$ cat config.mk
export PLATFORM = sky130hd
export DESIGN_NAME = ysyx_24090003_dec_ctrl_flat
export DESIGN_NICKNAME = d
export VERILOG_FILES = /design/src/rtl/ysyx_24090003_pkg.sv /design/src/rtl/ysyx_24090003_dec_ctrl_if.sv /design/src/rtl/ysyx_24090003_dec_fields.sv /design/src/rtl/ysyx_24090003_dec_ctrl.sv /design/src/flat_wrapper.sv
export SDC_FILE = /design/constraint.sdc
export NUM_CORES = 1
export LEC_CHECK = 0
export BUFFER_PORTS_ARGS = -buffer_cell sky130_fd_sc_hd__buf_2
export CORE_MARGIN = 5
export CORE_UTILIZATION = 52
export DETAILED_ROUTE_END_ITERATION = 12
export PLACE_DENSITY_LB_ADDON = 0.08
export SETUP_SLACK_MARGIN = 0.3
export SLEW_MARGIN = 25
export SYNTH_ARGS = -nofsm -noshare
export SYNTH_HDL_FRONTEND = slang
export SYNTH_SLANG_ARGS = --single-unit
$ cat constraint.sdc
create_clock -name cpu_clk -period 3.1 [get_ports cpu_clk]
set_input_delay 0.155 -clock cpu_clk [delete_from_list [all_inputs] [get_ports cpu_clk]]
set_output_delay 0.155 -clock cpu_clk [all_outputs]
set_load 0.02 [all_outputs]
$ cat src/rtl/ysyx_24090003_pkg.sv
// Shared decode types: RV32I opcodes, skid-buffer state, buffered entry and decoded-field bundle.
// Latency: n/a (types only). Backpressure: n/a.
package ysyx_24090003_pkg;

    localparam int XLEN = 32;

    localparam logic [6:0] OP_LUI      = 7'b0110111;
    localparam logic [6:0] OP_AUIPC    = 7'b0010111;
    localparam logic [6:0] OP_JAL      = 7'b1101111;
    localparam logic [6:0] OP_JALR     = 7'b1100111;
    localparam logic [6:0] OP_BRANCH   = 7'b1100011;
    localparam logic [6:0] OP_LOAD     = 7'b0000011;
    localparam logic [6:0] OP_STORE    = 7'b0100011;
    localparam logic [6:0] OP_IMM      = 7'b0010011;
    localparam logic [6:0] OP_OP       = 7'b0110011;
    localparam logic [6:0] OP_MISC_MEM = 7'b0001111;
    localparam logic [6:0] OP_SYSTEM   = 7'b1110011;

    typedef enum logic [1:0] {
        EMPTY = 2'd0,
        ONE   = 2'd1,
        TWO   = 2'd2
    } dec_state_e;

    typedef struct packed {
        logic [XLEN-1:0] pc;
        logic [31:0]     inst;
    } entry_t;

    typedef struct packed {
        logic [4:0]  rs1;
        logic [4:0]  rs2;
        logic [4:0]  rd;
        logic [6:0]  opcode;
        logic [2:0]  funct;
        logic [31:0] imm;
        logic        illegal;
    } dec_fields_t;

endpackage

$ cat src/rtl/ysyx_24090003_dec_ctrl_if.sv
// IFU->decode and decode->EXU valid/ready channels plus redirect flush.
// Latency: n/a (wiring). Backpressure: in_ready / out_ready.
interface ysyx_24090003_dec_ctrl_if;
    import ysyx_24090003_pkg::*;

    logic            in_valid;
    logic            in_ready;
    logic [31:0]     in_inst;
    logic [XLEN-1:0] in_pc;
    logic            flush;
    logic            out_valid;
    logic            out_ready;
    logic [XLEN-1:0] out_pc;
    logic [31:0]     out_inst;
    logic [4:0]      out_rs1;
    logic [4:0]      out_rs2;
    logic [4:0]      out_rd;
    logic [6:0]      out_opcode;
    logic [2:0]      out_funct;
    logic [31:0]     out_imm;
    logic            out_illegal;

    modport slave (
        input  in_valid, in_inst, in_pc, flush, out_ready,
        output in_ready, out_valid, out_pc, out_inst, out_rs1, out_rs2, out_rd,
               out_opcode, out_funct, out_imm, out_illegal
    );

    modport master (
        output in_valid, in_inst, in_pc, flush, out_ready,
        input  in_ready, out_valid, out_pc, out_inst, out_rs1, out_rs2, out_rd,
               out_opcode, out_funct, out_imm, out_illegal
    );

endinterface

$ cat src/rtl/ysyx_24090003_dec_fields.sv
// Combinational RV32I field, immediate and illegal-opcode extraction from one instruction word.
// Latency: 0 cycles. Backpressure: none (pure logic).
module ysyx_24090003_dec_fields
    import ysyx_24090003_pkg::*;
(
    input  logic [31:0]  inst,
    output dec_fields_t  fields
);

    logic [6:0] opc;
    assign opc = inst[6:0];

    always_comb begin
        fields         = '0;
        fields.rs1     = inst[19:15];
        fields.rs2     = inst[24:20];
        fields.rd      = inst[11:7];
        fields.opcode  = opc;
        fields.funct   = inst[14:12];
        fields.illegal = 1'b0;
        unique case (opc)
            OP_LUI, OP_AUIPC:
                fields.imm = {inst[31:12], 12'b0};
            OP_JAL:
                fields.imm = {{11{inst[31]}}, inst[31], inst[19:12], inst[20], inst[30:21], 1'b0};
            OP_BRANCH:
                fields.imm = {{19{inst[31]}}, inst[31], inst[7], inst[30:25], inst[11:8], 1'b0};
            OP_STORE:
                fields.imm = {{20{inst[31]}}, inst[31:25], inst[11:7]};
            OP_JALR, OP_LOAD, OP_IMM, OP_MISC_MEM, OP_SYSTEM:
                fields.imm = {{20{inst[31]}}, inst[31:20]};
            OP_OP:
                fields.imm = 32'b0;
            default: begin
                fields.imm     = 32'b0;
                fields.illegal = 1'b1;
            end
        endcase
        // Compressed / reserved encodings are already outside the base opcode list,
        // but the low-bit check is kept explicit for clarity.
        if (inst[1:0] != 2'b11) fields.illegal = 1'b1;
    end

endmodule

$ cat src/rtl/ysyx_24090003_dec_ctrl.sv
// Decode-stage controller: two-entry skid buffer IFU->EXU with head-entry decode. Optional YSYX_24090003_DEC_PERF_EN adds perf counters.
// Latency: accepted at edge N, out_valid in cycle N+1; 1 inst/cycle streaming.
// Backpressure: in_ready low only when both entries full (registered); head held while out_valid && !out_ready; flush empties.
module ysyx_24090003_dec_ctrl
    import ysyx_24090003_pkg::*;
(
    input  logic                      cpu_clk,
    input  logic                      rst_n,
`ifdef YSYX_24090003_DEC_PERF_EN
    output logic [31:0]               perf_decoded,
    output logic [31:0]               perf_stall,
`endif
    ysyx_24090003_dec_ctrl_if.slave   dec
);

    dec_state_e  state;
    entry_t      head;
    entry_t      tail;
    entry_t      in_entry;
    logic        in_ready_q;
    logic        out_valid_q;
    logic        push;
    logic        pop;
    dec_fields_t fields;

    assign in_entry = '{pc: dec.in_pc, inst: dec.in_inst};
    assign push     = dec.in_valid && in_ready_q && !dec.flush;
    assign pop      = out_valid_q && dec.out_ready;

    always_ff @(posedge cpu_clk or negedge rst_n) begin
        if (!rst_n) begin
            state       <= EMPTY;
            head        <= '0;
            tail        <= '0;
            in_ready_q  <= 1'b1;
            out_valid_q <= 1'b0;
        end else if (dec.flush) begin
            state       <= EMPTY;
            in_ready_q  <= 1'b1;
            out_valid_q <= 1'b0;
        end else begin
            unique case (state)
                EMPTY: begin
                    if (push) begin
                        head        <= in_entry;
                        state       <= ONE;
                        out_valid_q <= 1'b1;
                    end
                end
                ONE: begin
                    if (push && !pop) begin
                        tail       <= in_entry;
                        state      <= TWO;
                        in_ready_q <= 1'b0;
                    end else if (pop && !push) begin
                        state       <= EMPTY;
                        out_valid_q <= 1'b0;
                    end else if (push && pop) begin
                        head <= in_entry;
                    end
                end
                TWO: begin
                    // Full: in_ready is low, so only a pop can move us.
                    if (pop) begin
                        head       <= tail;
                        state      <= ONE;
                        in_ready_q <= 1'b1;
                    end
                end
                default: begin
                    state       <= EMPTY;
                    in_ready_q  <= 1'b1;
                    out_valid_q <= 1'b0;
                end
            endcase
        end
    end

    ysyx_24090003_dec_fields u_fields (
        .inst   (head.inst),
        .fields (fields)
    );

    assign dec.in_ready    = in_ready_q;
    assign dec.out_valid   = out_valid_q;
    assign dec.out_pc      = head.pc;
    assign dec.out_inst    = head.inst;
    assign dec.out_rs1     = fields.rs1;
    assign dec.out_rs2     = fields.rs2;
    assign dec.out_rd      = fields.rd;
    assign dec.out_opcode  = fields.opcode;
    assign dec.out_funct   = fields.funct;
    assign dec.out_imm     = fields.imm;
    // Stale head bytes (e.g. zeroed reset word) must not raise illegal while idle.
    assign dec.out_illegal = out_valid_q && fields.illegal;

`ifdef YSYX_24090003_DEC_PERF_EN
    always_ff @(posedge cpu_clk or negedge rst_n) begin
        if (!rst_n) begin
            perf_decoded <= '0;
            perf_stall   <= '0;
        end else begin
            if (pop) perf_decoded <= perf_decoded + 32'd1;
            if (out_valid_q && !dec.out_ready) perf_stall <= perf_stall + 32'd1;
        end
    end
`endif

endmodule

$ cat src/flat_wrapper.sv
// flat-port wrapper written by rule: the top's interface ports become plain ports
module ysyx_24090003_dec_ctrl_flat import ysyx_24090003_pkg::*;
  (cpu_clk, rst_n, dec_in_valid, dec_in_inst, dec_in_pc, dec_flush, dec_out_ready, dec_in_ready, dec_out_valid, dec_out_pc, dec_out_inst, dec_out_rs1, dec_out_rs2, dec_out_rd, dec_out_opcode, dec_out_funct, dec_out_imm, dec_out_illegal);
  ysyx_24090003_dec_ctrl_if dec_i ();
  input  logic cpu_clk;
  input  logic rst_n;
  input wire logic [$bits(dec_i.in_valid)-1:0] dec_in_valid;
  input wire logic [$bits(dec_i.in_inst)-1:0] dec_in_inst;
  input wire logic [$bits(dec_i.in_pc)-1:0] dec_in_pc;
  input wire logic [$bits(dec_i.flush)-1:0] dec_flush;
  input wire logic [$bits(dec_i.out_ready)-1:0] dec_out_ready;
  output wire logic [$bits(dec_i.in_ready)-1:0] dec_in_ready;
  output wire logic [$bits(dec_i.out_valid)-1:0] dec_out_valid;
  output wire logic [$bits(dec_i.out_pc)-1:0] dec_out_pc;
  output wire logic [$bits(dec_i.out_inst)-1:0] dec_out_inst;
  output wire logic [$bits(dec_i.out_rs1)-1:0] dec_out_rs1;
  output wire logic [$bits(dec_i.out_rs2)-1:0] dec_out_rs2;
  output wire logic [$bits(dec_i.out_rd)-1:0] dec_out_rd;
  output wire logic [$bits(dec_i.out_opcode)-1:0] dec_out_opcode;
  output wire logic [$bits(dec_i.out_funct)-1:0] dec_out_funct;
  output wire logic [$bits(dec_i.out_imm)-1:0] dec_out_imm;
  output wire logic [$bits(dec_i.out_illegal)-1:0] dec_out_illegal;
  assign dec_i.in_valid = dec_in_valid;
  assign dec_i.in_inst = dec_in_inst;
  assign dec_i.in_pc = dec_in_pc;
  assign dec_i.flush = dec_flush;
  assign dec_i.out_ready = dec_out_ready;
  assign dec_in_ready = dec_i.in_ready;
  assign dec_out_valid = dec_i.out_valid;
  assign dec_out_pc = dec_i.out_pc;
  assign dec_out_inst = dec_i.out_inst;
  assign dec_out_rs1 = dec_i.out_rs1;
  assign dec_out_rs2 = dec_i.out_rs2;
  assign dec_out_rd = dec_i.out_rd;
  assign dec_out_opcode = dec_i.out_opcode;
  assign dec_out_funct = dec_i.out_funct;
  assign dec_out_imm = dec_i.out_imm;
  assign dec_out_illegal = dec_i.out_illegal;
  ysyx_24090003_dec_ctrl u_core (.cpu_clk(cpu_clk), .rst_n(rst_n), .dec(dec_i));
endmodule
==> impl_metrics.toml <==
[layout]
n_fill_cell = 938
final_common_cell = "buf_2"
multi_input_area_um2 = 2830
drive_gt1_share_pct = 57.3
final_util_pct = 69.6
insertedDiodeCount = 0
layout.nets = 788
area_growth_pct = 32.4
regArea_um2 = 3300
layout_common_cells = "buf_2 (191), mux2_2 (184), dfrtp_1 (131)"

[synth]
syn_inst = 485
syn_avg_cell_area_um2 = 13.5
seq_area_frac_synth_pct = 50.4
synth_ff_type = "dfrtp_1"
synth_top_area_cell = "dfrtp_1"
synth_warnings = 0
synth-edff-count = 0
ys_types = 41
syn_nets = 557
ys_ff_latch = 132
synth_area_leaders = "dfrtp_1 (50%), mux2_2 (32%), buf_4 (3.8%)"
async_flop_share_pct = 100
synth_top_area_share_pct = 50.0
synth_area_um2 = 6550

[routing]
post-route-drc-count = 0
routed_via_density = 5.21
ant_nets = 0
wirelength_mm = 15.5
dr.pass1.iters = 4
drtIter0Drc = 285
post_drt_wl_per_cell_um = 17.2
vias = 4696

[die]
die-area_um2 = 14900
coreArea_um2 = 12500
start_util_pct = 52.6
io_pins = 193
num_rows = 41
dieHeight_um = 122
die_w_um = 122

[clock_network]
cts_tree = "built"
cts_buffers = 17
clock_latency_ns = 0.41
clockRootBuffer = "clkbuf_16"
clk_path_buf_depth = 2
cts.sinks = 132
h-tree-depth = 4
cts_setup_buffers = 0
clkSlewWorstSetupHoldPaths_ns = 0.05

[critical_path]
cp_top_family = "compound AO/OA/AOI/OAI gates"
critPathKind = "register to primary output"
arrival_ns = 2.52
path_max_fanout = 14
critPathLaunchType = "register"
critPathMaxStageDelay_ns = 0.54
worst_setup_path_end_kind = "primary output"
path_cells = "and2_1 -> o21ai_0 -> a21oi_1 -> nor4_1 -> buf_2"
critPathBufInv = 1
required_ns = 2.94
crit_path_top_delay_cell = "dfrtp_1"

[timing]
finalHoldViolCount = 0
setup_violations = 0
min_period_ns = 2.68
slew_violations = 0
skew_ns = 0.00506
max-slew-margin-rel_pct = 38.2
worstMarginPinSlew_ns = 0.927
finalCritPeriodShare_pct = 86.4
setup_tns_ns = 0
grt_setup_unrepaired = "false"
fmax_mhz = 373

[placement]
gp_congestion = 0.905
io_buffers = 192
dp_hpwl_mm = 10.2

[global_route]
grt_use_total_pct = 21.4
grt_pass1_vias = 4998
grt_max_degree = 117
grt_overflow_total = 0
antenna_found_initial = 0
grt_pass1_wl_mm = 24.7

[power_and_ir_drop]
p_leak_uw = 0.00420
irDropWorstVdd_uv = 446
p_per_area_nw_per_um2 = 786
total_power_uw = 6820

[outcome]
outcome = "finished clean"

[min_path]
hold_path.class = "input port to register"

[run]
cap_violations = 0
[metrics by stage]
stage          setup WS [ns]  hold WS, ns  cell area, µm²  cells
6_report               0.422       0.0189            8680    901
5_1_grt                0.296       0.0177            8680    901
4_1_cts                0.341      0.00235            8670    901
3_5_place_dp           0.664        0.395            7410    805
3_3_place_gp           0.765        0.383            7410    805
2_1_floorplan          0.846       -0.141            6550    485
[worst reg2reg max path: stages, from the launching register on]
cell     delay, ns
dfstp_2       0.56
nand2_1       0.06
nor2_1        0.17
inv_1         0.07
ha_1          0.19
nor2_1        0.11
nand3_1       0.13
a21oi_4       0.17
buf_4         0.44
mux2_2        0.41
[worst paths after layout]
check / start / to / slack [ns] / depth (start not counted)
max: u_core.dec.out_inst[6] / dec_out_illegal / 0.42 / 5
min: dec_in_inst[5] / u_core.tail[5] / 0.02 / 2
max reg2reg: u_core.dec.in_ready / u_core.dec.out_inst[28] / 0.66 / 9
min reg2reg: u_core.tail[29] / u_core.tail[29] / 0.50 / 1
max in group asynchronous: rst_n / u_core.dec.out_pc[19] / 1.81 / 3
min in group asynchronous: rst_n / u_core.tail[2] / 0.44 / 2
[synth_stat cells (4+ instances only)]
library cell  count
mux2i_1           8
a21oi_1           8
buf_4            33
a22o_1            4
nor2_1           11
and2_1            8
mux2_2          184
o21ai_0           4
a21o_1           20
dfrtp_1         131
nand2_1          10
buf_6            11
inv_1             8
buf_2             4
[kinds of logic (layout without fill, tap and decap cells)]
family | count (synthesis) | after routing | share of synthesized area [%]
muxes | 192 | 192 | 32.8
DFF | 132 | 132 | 50.4
buffers and inverters | 59 | 303 | 6.61
AOI/OAI and AO/OA | 49 | 49 | 5.44
and+or+nand+nor | 49 | 49 | 3.99
adders and majority gates | 3 | 3 | 0.573
xor gates and xnor gates | 1 | 1 | 0.134
[sequential cells by signal (all words and copies together) (netlist names)]
register,cells
u_core.dec.out_valid,1
u_core.dec.out_pc,32
u_core.dec.in_ready,1
u_core.state,2
u_core.tail,64
u_core.dec.out_inst,32
[layer usage]
metal	share of wire [%]	GRT usage, %	vias up	wire (µm)
met4	2.2	9.59	0	334
li1	-	-	2174	-
met1	40	25.9	2336	6240
met5	0	0	-	0
met2	51	36.3	158	7910
met3	6.5	5.02	28	1000
[cell type report]
| type | instances | area share, % |
|---|---|---|
| clock inverter | 8 | 1.40 |
| tap | 172 | 2.48 |
| clock buffer | 24 | 5.78 |
| inverter | 8 | 0.346 |
| sequential | 132 | 38.1 |
| multi-input combinational | 294 | 32.6 |
| timing repair buffer | 263 | 19.3 |
[what timing repair did]
action,in CTS,in global routing
endpoints found under the hold margin,177,0
endpoints found under the setup margin,0,11
gates resized for setup,0,1
hold buffers,64,0
[report_power, final]
| part | switching, µW | total (µW) | internal [µW] | leakage (µW) |
|---|---|---|---|---|
| logic | 1090 | 2020 | 933 | 0.00229 |
| clock network | 700 | 2070 | 1370 | 0.000306 |
| registers | 427 | 2730 | 2300 | 0.00161 |
| total | 2210 | 6820 | 4600 | 0.00420 |
Note: power is estimated with default switching activity, not from simulation.
